<file path="src/rtl/inst_fetch.sv">
// Instruction-fetch responder: fetches the word at pc over a req/ack port and presents it
// to IF/ID, holding the PC via stallreq and buffering one word while IF output is stalled.
module inst_fetch #(
  parameter int unsigned ADDR_W = 32,
  parameter int unsigned DATA_W = 32
) (
  input  logic              clk,
  input  logic              rst,
  input  logic [ADDR_W-1:0] pc,
  input  logic              br,
  input  logic [5:0]        stall,
  output logic              stallreq,
  output logic              mem_req,
  output logic [ADDR_W-1:0] mem_addr,
  input  logic              mem_ack,
  input  logic [DATA_W-1:0] mem_rdata,
  output logic              inst_valid,
  output logic [ADDR_W-1:0] inst_pc,
  output logic [DATA_W-1:0] inst
);

  typedef enum logic [1:0] {StIdle, StBusy, StDrop, StHold} state_e;

  state_e              state_q, state_d;
  logic                mem_req_q, mem_req_d;
  logic [ADDR_W-1:0]   mem_addr_q, mem_addr_d;
  logic                inst_valid_q, inst_valid_d;
  logic [ADDR_W-1:0]   inst_pc_q, inst_pc_d;
  logic [DATA_W-1:0]   inst_q, inst_d;
  logic                fetched_q, fetched_d;
  logic [ADDR_W-1:0]   fetched_pc_q, fetched_pc_d;
  logic [DATA_W-1:0]   buf_data_q, buf_data_d;
  logic                have_word;
  logic                done;

  // Only stall[1] concerns the IF stage.
  logic unused_stall;
  assign unused_stall = ^{stall[5:2], stall[0]};

  assign have_word = fetched_q && (pc == fetched_pc_q);
  assign done      = ((state_q == StBusy) && mem_ack) || have_word;
  assign stallreq  = !br && !done;

  always_comb begin
    state_d      = state_q;
    mem_req_d    = mem_req_q;
    mem_addr_d   = mem_addr_q;
    inst_valid_d = inst_valid_q;
    inst_pc_d    = inst_pc_q;
    inst_d       = inst_q;
    fetched_d    = fetched_q;
    fetched_pc_d = fetched_pc_q;
    buf_data_d   = buf_data_q;

    // Bubble unless held by stall[1]; a redirect always kills the IF output.
    if (br || !stall[1]) inst_valid_d = 1'b0;
    if (br) fetched_d = 1'b0;

    unique case (state_q)
      StIdle: begin
        if (!br && !have_word) begin
          mem_req_d  = 1'b1;
          mem_addr_d = pc;
          state_d    = StBusy;
        end
      end
      StBusy: begin
        if (mem_ack) begin
          mem_req_d = 1'b0;
          state_d   = StIdle;
          if (!br) begin
            fetched_d    = 1'b1;
            fetched_pc_d = mem_addr_q;
            if (!stall[1]) begin
              inst_d       = mem_rdata;
              inst_pc_d    = mem_addr_q;
              inst_valid_d = 1'b1;
            end else begin
              buf_data_d = mem_rdata;
              state_d    = StHold;
            end
          end
        end else if (br) begin
          state_d = StDrop;
        end
      end
      StDrop: begin
        if (mem_ack) begin
          mem_req_d = 1'b0;
          state_d   = StIdle;
        end
      end
      StHold: begin
        if (br) begin
          buf_data_d = '0;
          state_d    = StIdle;
        end else if (!stall[1]) begin
          inst_d       = buf_data_q;
          inst_pc_d    = fetched_pc_q;
          inst_valid_d = 1'b1;
          state_d      = StIdle;
        end
      end
      default: state_d = StIdle;
    endcase
  end

  always_ff @(posedge clk or posedge rst) begin
    if (rst) begin
      state_q      <= StIdle;
      mem_req_q    <= 1'b0;
      mem_addr_q   <= '0;
      inst_valid_q <= 1'b0;
      inst_pc_q    <= '0;
      inst_q       <= '0;
      fetched_q    <= 1'b0;
      fetched_pc_q <= '0;
      buf_data_q   <= '0;
    end else begin
      state_q      <= state_d;
      mem_req_q    <= mem_req_d;
      mem_addr_q   <= mem_addr_d;
      inst_valid_q <= inst_valid_d;
      inst_pc_q    <= inst_pc_d;
      inst_q       <= inst_d;
      fetched_q    <= fetched_d;
      fetched_pc_q <= fetched_pc_d;
      buf_data_q   <= buf_data_d;
    end
  end

  assign mem_req    = mem_req_q;
  assign mem_addr   = mem_addr_q;
  assign inst_valid = inst_valid_q;
  assign inst_pc    = inst_pc_q;
  assign inst       = inst_q;

endmodule
</file>
<file path="config.mk">
export PLATFORM = sky130hd
export DESIGN_NAME = inst_fetch
export DESIGN_NICKNAME = d
export VERILOG_FILES = /design/src/rtl/inst_fetch.sv
export SDC_FILE = /design/constraint.sdc
export NUM_CORES = 1
export LEC_CHECK = 0
export ABC_CLOCK_PERIOD_IN_PS = 5830
export BUFFER_PORTS_ARGS = -buffer_cell sky130_fd_sc_hd__buf_2
export CAP_MARGIN = 20
export CELL_PAD_IN_SITES_DETAIL_PLACEMENT = 0
export CELL_PAD_IN_SITES_GLOBAL_PLACEMENT = 1
export CORE_AREA = 2 2 136 138
export DETAILED_ROUTE_END_ITERATION = 10
export DIE_AREA = 0 0 138 140
export PLACE_DENSITY_LB_ADDON = 0.05
export SKIP_CTS_REPAIR_TIMING = 1
export SLEW_MARGIN = 20
export SYNTH_ARGS = -nofsm -noshare
export SYNTH_HDL_FRONTEND = slang
export SYNTH_SLANG_ARGS = --single-unit
</file>
<file path="constraint.sdc">
create_clock -name clk -period 5.83 [get_ports clk]
set_input_delay 0.2915 -clock clk [delete_from_list [all_inputs] [get_ports clk]]
set_output_delay 0.2915 -clock clk [all_outputs]
set_load 0.1 [all_outputs]
</file>
### Yosys cells after proc, flatten, opt, wreduce, memory -nomap -nowiden

Index checks and enable logic that the tools add are counted.

| word-level totals | value |
|---|---|
| register bits | 165 |
| bits in latches | 0 |
| memory bits (writable) | 0 |
| ROM bits | 0 |
| output and inout bits | 99 |
| word-level logic and storage cells | 84 |
| memories kept | 0 |

| cells by class | value |
|---|---|
| add/sub/neg operators | 0 |
| multiply operators | 0 |
| divide/modulo/power cells | 0 |
| $lt $le $gt $ge | 0 |
| eq/ne operators | 16 |
| shifts and indexed selects | 0 |
| mux-type cells | 38 |
| bitwise logic cells | 1 |
| reductions and logical operators | 20 |

Operators with widths:

| kind | number |
|---|---|
| 2-to-1 mux 32 bit | 14 |
| case mux 32 bit (2 select lines) | 3 |
| equality test 32 bit | 1 |
| inequality test 2 bit (second input constant) | 9 |
| 2-to-1 mux 2 bit | 8 |
| 2-to-1 mux 1 bit | 10 |
| case mux 2 bit (4 select lines) | 1 |
| inequality test 3 bit (second input constant) | 2 |
| AND reduction 3 bit | 2 |
| AND reduction 6 bit | 1 |
| AND reduction 5 bit | 1 |
| equality test 2 bit (second input constant) | 2 |
| logical AND 1 bit | 4 |
| zero test 1 bit | 4 |
| case mux 1 bit (2 select lines) | 2 |
| AND reduction 4 bit | 1 |
| nonzero test 2 bit | 2 |
| equality test 2 x 1 -> 1 bit (second input constant) | 1 |
| zero test 2 bit | 1 |
| logical OR 1 bit | 2 |
| inequality test 2 x 1 -> 1 bit (second input constant) | 1 |
| AND reduction 2 bit | 1 |
| OR reduction 2 bit | 1 |
| inverter 1 bit | 1 |

### Depth between registers and ports, before layout

| logic depth | value |
|---|---|
| depth after elaboration | 7 |
| depth in mapped cells | 9 |
| gate-level depth less buffers | 7 |

### Worst setup path before layout

Ideal clock, no wire load.

| timing path | value |
|---|---|
| path kind | reg-to-reg |
| start point | register fetched_pc_q[9] |
| end point | register mem_addr_q[0] (netlist: mem_addr[0]) |
| arrival | 2.067 ns |
| data required time | 5.704 ns |
| setup slack | 3.637 ns |
| cell stages (with the launch flop) | 10 |
| path buffers | 3 |
| cell sequence | dfrtp_1 xor2_1 nor4_1 nand4_1 or3_1 buf_6 nor2b_4 buf_6 buf_12 mux2_4 |

| between the ends | value |
|---|---|
| cells in the longest elaborated chain, start to end | 5 |

Ends and longest elaborated chain:

| element | RTL line | text |
|---|---|---|
| start: declaration | 31 | `logic [ADDR_W-1:0] fetched_pc_q, fetched_pc_d;` |
| start signal: assignment | 127 | `fetched_pc_q <= fetched_pc_d;` |
| equality test 32 bit | 40 | `assign have_word = fetched_q && (pc == fetched_pc_q);` |
| logical AND 1 bit | 40 |  |
| zero test 1 bit | 61 | `if (!br && !have_word) begin` |
| logical AND 1 bit | 61 |  |
| AND reduction 2 bit (no source line) | -- |  |
| end signal: assignment | 122 | `mem_addr_q <= mem_addr_d;` |
| end: declaration | 26 | `logic [ADDR_W-1:0] mem_addr_q, mem_addr_d;` |

No other way between the ends.
A chain may end at the register's enable or synchronous reset.

### Worst setup path in the final report

| timing path | value |
|---|---|
| start point | register fetched_pc_q[29] |
| end point | output port stallreq |

| between the ends | value |
|---|---|
| cells in the longest elaborated chain, start to end | 5 |

Ends and longest elaborated chain:

| element | RTL line | text |
|---|---|---|
| equality test 32 bit | 40 |  |
| logical AND 1 bit | 40 |  |
| logical OR 1 bit | 41 | `assign done = ((state_q == StBusy) && mem_ack) \|\| have_word;` |
| zero test 1 bit | 42 | `assign stallreq = !br && !done;` |
| logical AND 1 bit | 42 |  |
| end: declaration | 12 | `output logic stallreq,` |

No other way between the ends.

==> flow_metrics.py <==
metrics = {
    "clock_tree": {
        "numCtsBuffers": 17,
        "path_clk_slew_ns": 0.06,
        "cts_root_buf": "clkbuf_16",
        "cts_buffer_depth": 2,
        "clock_sinks": 165,
        "clk-insertion-delay-late_ns": 0.42,
        "htreeDepth": 4,
        "cts_tree": "yes",
    },
    "logic_synthesis": {
        "synth-compound-area-share_pct": 11.0,
        "syn_avg_cell_area_um2": 11.3,
        "synth.area.mux_share_pct": 15.7,
        "synth-xor-area-share_pct": 3.81,
        "ys_top_cells_by_area": "dfrtp_1, nand2_1, o21ai_0",
        "yosysTopAreaCellShare_pct": 56.2,
        "synth_edf_count": 0,
        "synth_seq_area_share_pct": 56.2,
        "synthMostInstantiatedCell": "dfrtp_1",
        "synth_area_leader_cell": "dfrtp_1",
        "synth_ff_type": "dfrtp_1",
        "synth-simple-area-share_pct": 9.36,
        "netlist_area_um2": 7350,
        "synth_nets": 726,
        "synth-async-reset-ratio_pct": 100,
        "ys_ff_latch": 165,
        "synth_warnings": 0,
        "synth_top_family_by_area": "multiplexers",
        "synthAdderAreaFrac_pct": 0.681,
        "synthCells": 648,
        "synth_cell_type_count": 39,
        "synth_commonest_cells": "dfrtp_1, nand2_1, o21ai_0, mux2_2",
    },
    "global_route": {
        "grt_max_degree": 103,
        "grt_pass1_wl_um": 29000,
        "grt_antenna_before_repair": 1,
        "grt_pass1_vias": 5490,
        "grtUsageTotal_pct": 18.7,
        "overflow": 0,
    },
    "floorplanning": {
        "die_area_um2": 19300,
        "io-pin-count": 173,
        "fp.coreArea_um2": 17800,
        "start_util_pct": 41.4,
        "rows": 49,
        "fp.dieW_um": 138,
        "die_y_um": 140,
    },
    "layout": {
        "nNetsFinal": 877,
        "area_growth_pct": 21.9,
        "n_antenna_cell": 0,
        "layout-drive-gt1-share_pct": 33.5,
    },
    "sta": {
        "worst_pin_slew_ns": 1.08,
        "report.final.slew_viol_count": 0,
        "setup_tns_ns": 0,
        "clock_skew_ns": 0.00812,
        "fmax_mhz": 329,
        "grt_setup_unrepaired": "false",
        "fin_crit_sh_pct": 52.1,
        "setup_violations": 0,
        "hold_viol": 0,
        "final.setup.worst_slack_ns": 2.79,
        "slew_headroom_pct": 27.9,
        "period_minus_slack_ns": 3.04,
    },
    "setup_path": {
        "endpoint_kind": "output port",
        "startpoint": "fetched_pc_q[29]",
        "r2r_slack_ns": 2.98,
        "start_kind": "flip-flop",
        "worstPathRequired_ns": 5.54,
        "timing.rr.start": "state_q[0]",
        "path_class": "flip-flop to output port",
        "reg2regPathDepth": 6,
        "cp.arrival_ns": 2.75,
        "critPathMaxFanout": 8,
        "r2r-end": "inst[27]",
    },
    "run_status": {
        "status": "complete, no violations",
    },
    "job": {
        "cap_viol_max_count": 0,
    },
    "drt": {
        "drcViolationCount": 0,
        "viasPerCell": 5.01,
        "vias": 5207,
        "postRouteAntennaNets": 0,
        "wl_um": 17700,
        "wl_per_cell_um": 17.0,
        "drtIter0Drc": 166,
        "drtPass1Iterations": 4,
    },
    "worst_hold_path": {
        "hold_path_class": "input port to asynchronous set/reset pin",
    },
    "placement": {
        "portBuffers": 167,
        "hpwl_um": 11300,
        "place.gp.congestion": 0.771,
        "dp_slack_ns": 2.91,
    },
}
[routing by layer]
metal  part of all wire, %  track usage [%]
met3                   4.9             4.72
met4                   1.5             6.23
met1                    44             23.1
met2                    50             32.3
met5                     0                0
[registers in the layout, indices dropped and copies added, names as in the netlist]
name and flops:
inst_pc 32, fetched_pc_q 32, state_q 2, inst 32, mem_addr 32, buf_data_q 32, mem_req 1, fetched_q 1
inst_valid 1
[cells by family after synthesis]
logic type / after synthesis
flops: 165
simple gates: 163
compound gates: 141
mux: 96
buf+inv: 47
xor+xnor: 32
fa+ha+maj: 4
[cell usage in the layout, fill, tap and decap left out, types with 2 or more instances in the layout]
cell       instances
nand2_1          134
clkinv_2           2
clkbuf_16         17
buf_4              4
a21boi_0          32
o31ai_1            2
mux2i_1           32
nand3_1            3
dfrtp_1          165
bufinv_16          5
ha_1               3
or3_1              2
inv_1              5
o21ai_0           99
inv_6              2
nor4_1             7
buf_2            167
clkbuf_1           4
mux2_4            30
nor3_1             2
mux2_2            34
nor2_1             4
xor2_1            31
nor4b_1            2
[worst max-delay path, cell delays in order (launching register included)]
cell,delay [ns]
dfrtp_1,0.40
xor2_1,0.19
nor4_1,0.46
nand4_1,0.18
or3_1,0.54
and3b_2,0.26
buf_2,0.29
[layout make-up]
type / instances / area [um2]
Multi-Input combinational cell: 436 / 3010
Clock inverter: 9 / 178
Sequential cell: 165 / 4130
Tap cell: 229 / 287
Timing Repair Buffer: 172 / 886
Clock buffer: 21 / 440
Fill cell: 1633 / 8820
Inverter: 7 / 31.3
[how the worst max path moves through the flow]
stage | endpoint | slack (ns) | cells after the start
global placement | buf_data_q[7] | 2.55 | 6
floorplan | buf_data_q[0] | 1.08 | 1
finish | stallreq | 2.79 | 6
detailed placement | buf_data_q[22] | 2.91 | 6
CTS | stallreq | 2.80 | 6
global route | stallreq | 2.68 | 6
[per-stage QoR]
stage / std cells / util (%) / area, um2 / hold slack, ns
floorplan: 648 / - / 7350 / 0.398
global placement: 1008 / 46.8 / 8320 / 0.455
detailed placement: 1009 / 46.9 / 8340 / 0.465
CTS: 1039 / 50.4 / 8960 / 0.109
global route: 1039 / 50.4 / 8960 / 0.120
finish: 1039 / 50.4 / 8960 / 0.0587
Power is not shown: default switching activity piles up to over one toggle a cycle in this logic, so the estimate is an artifact.
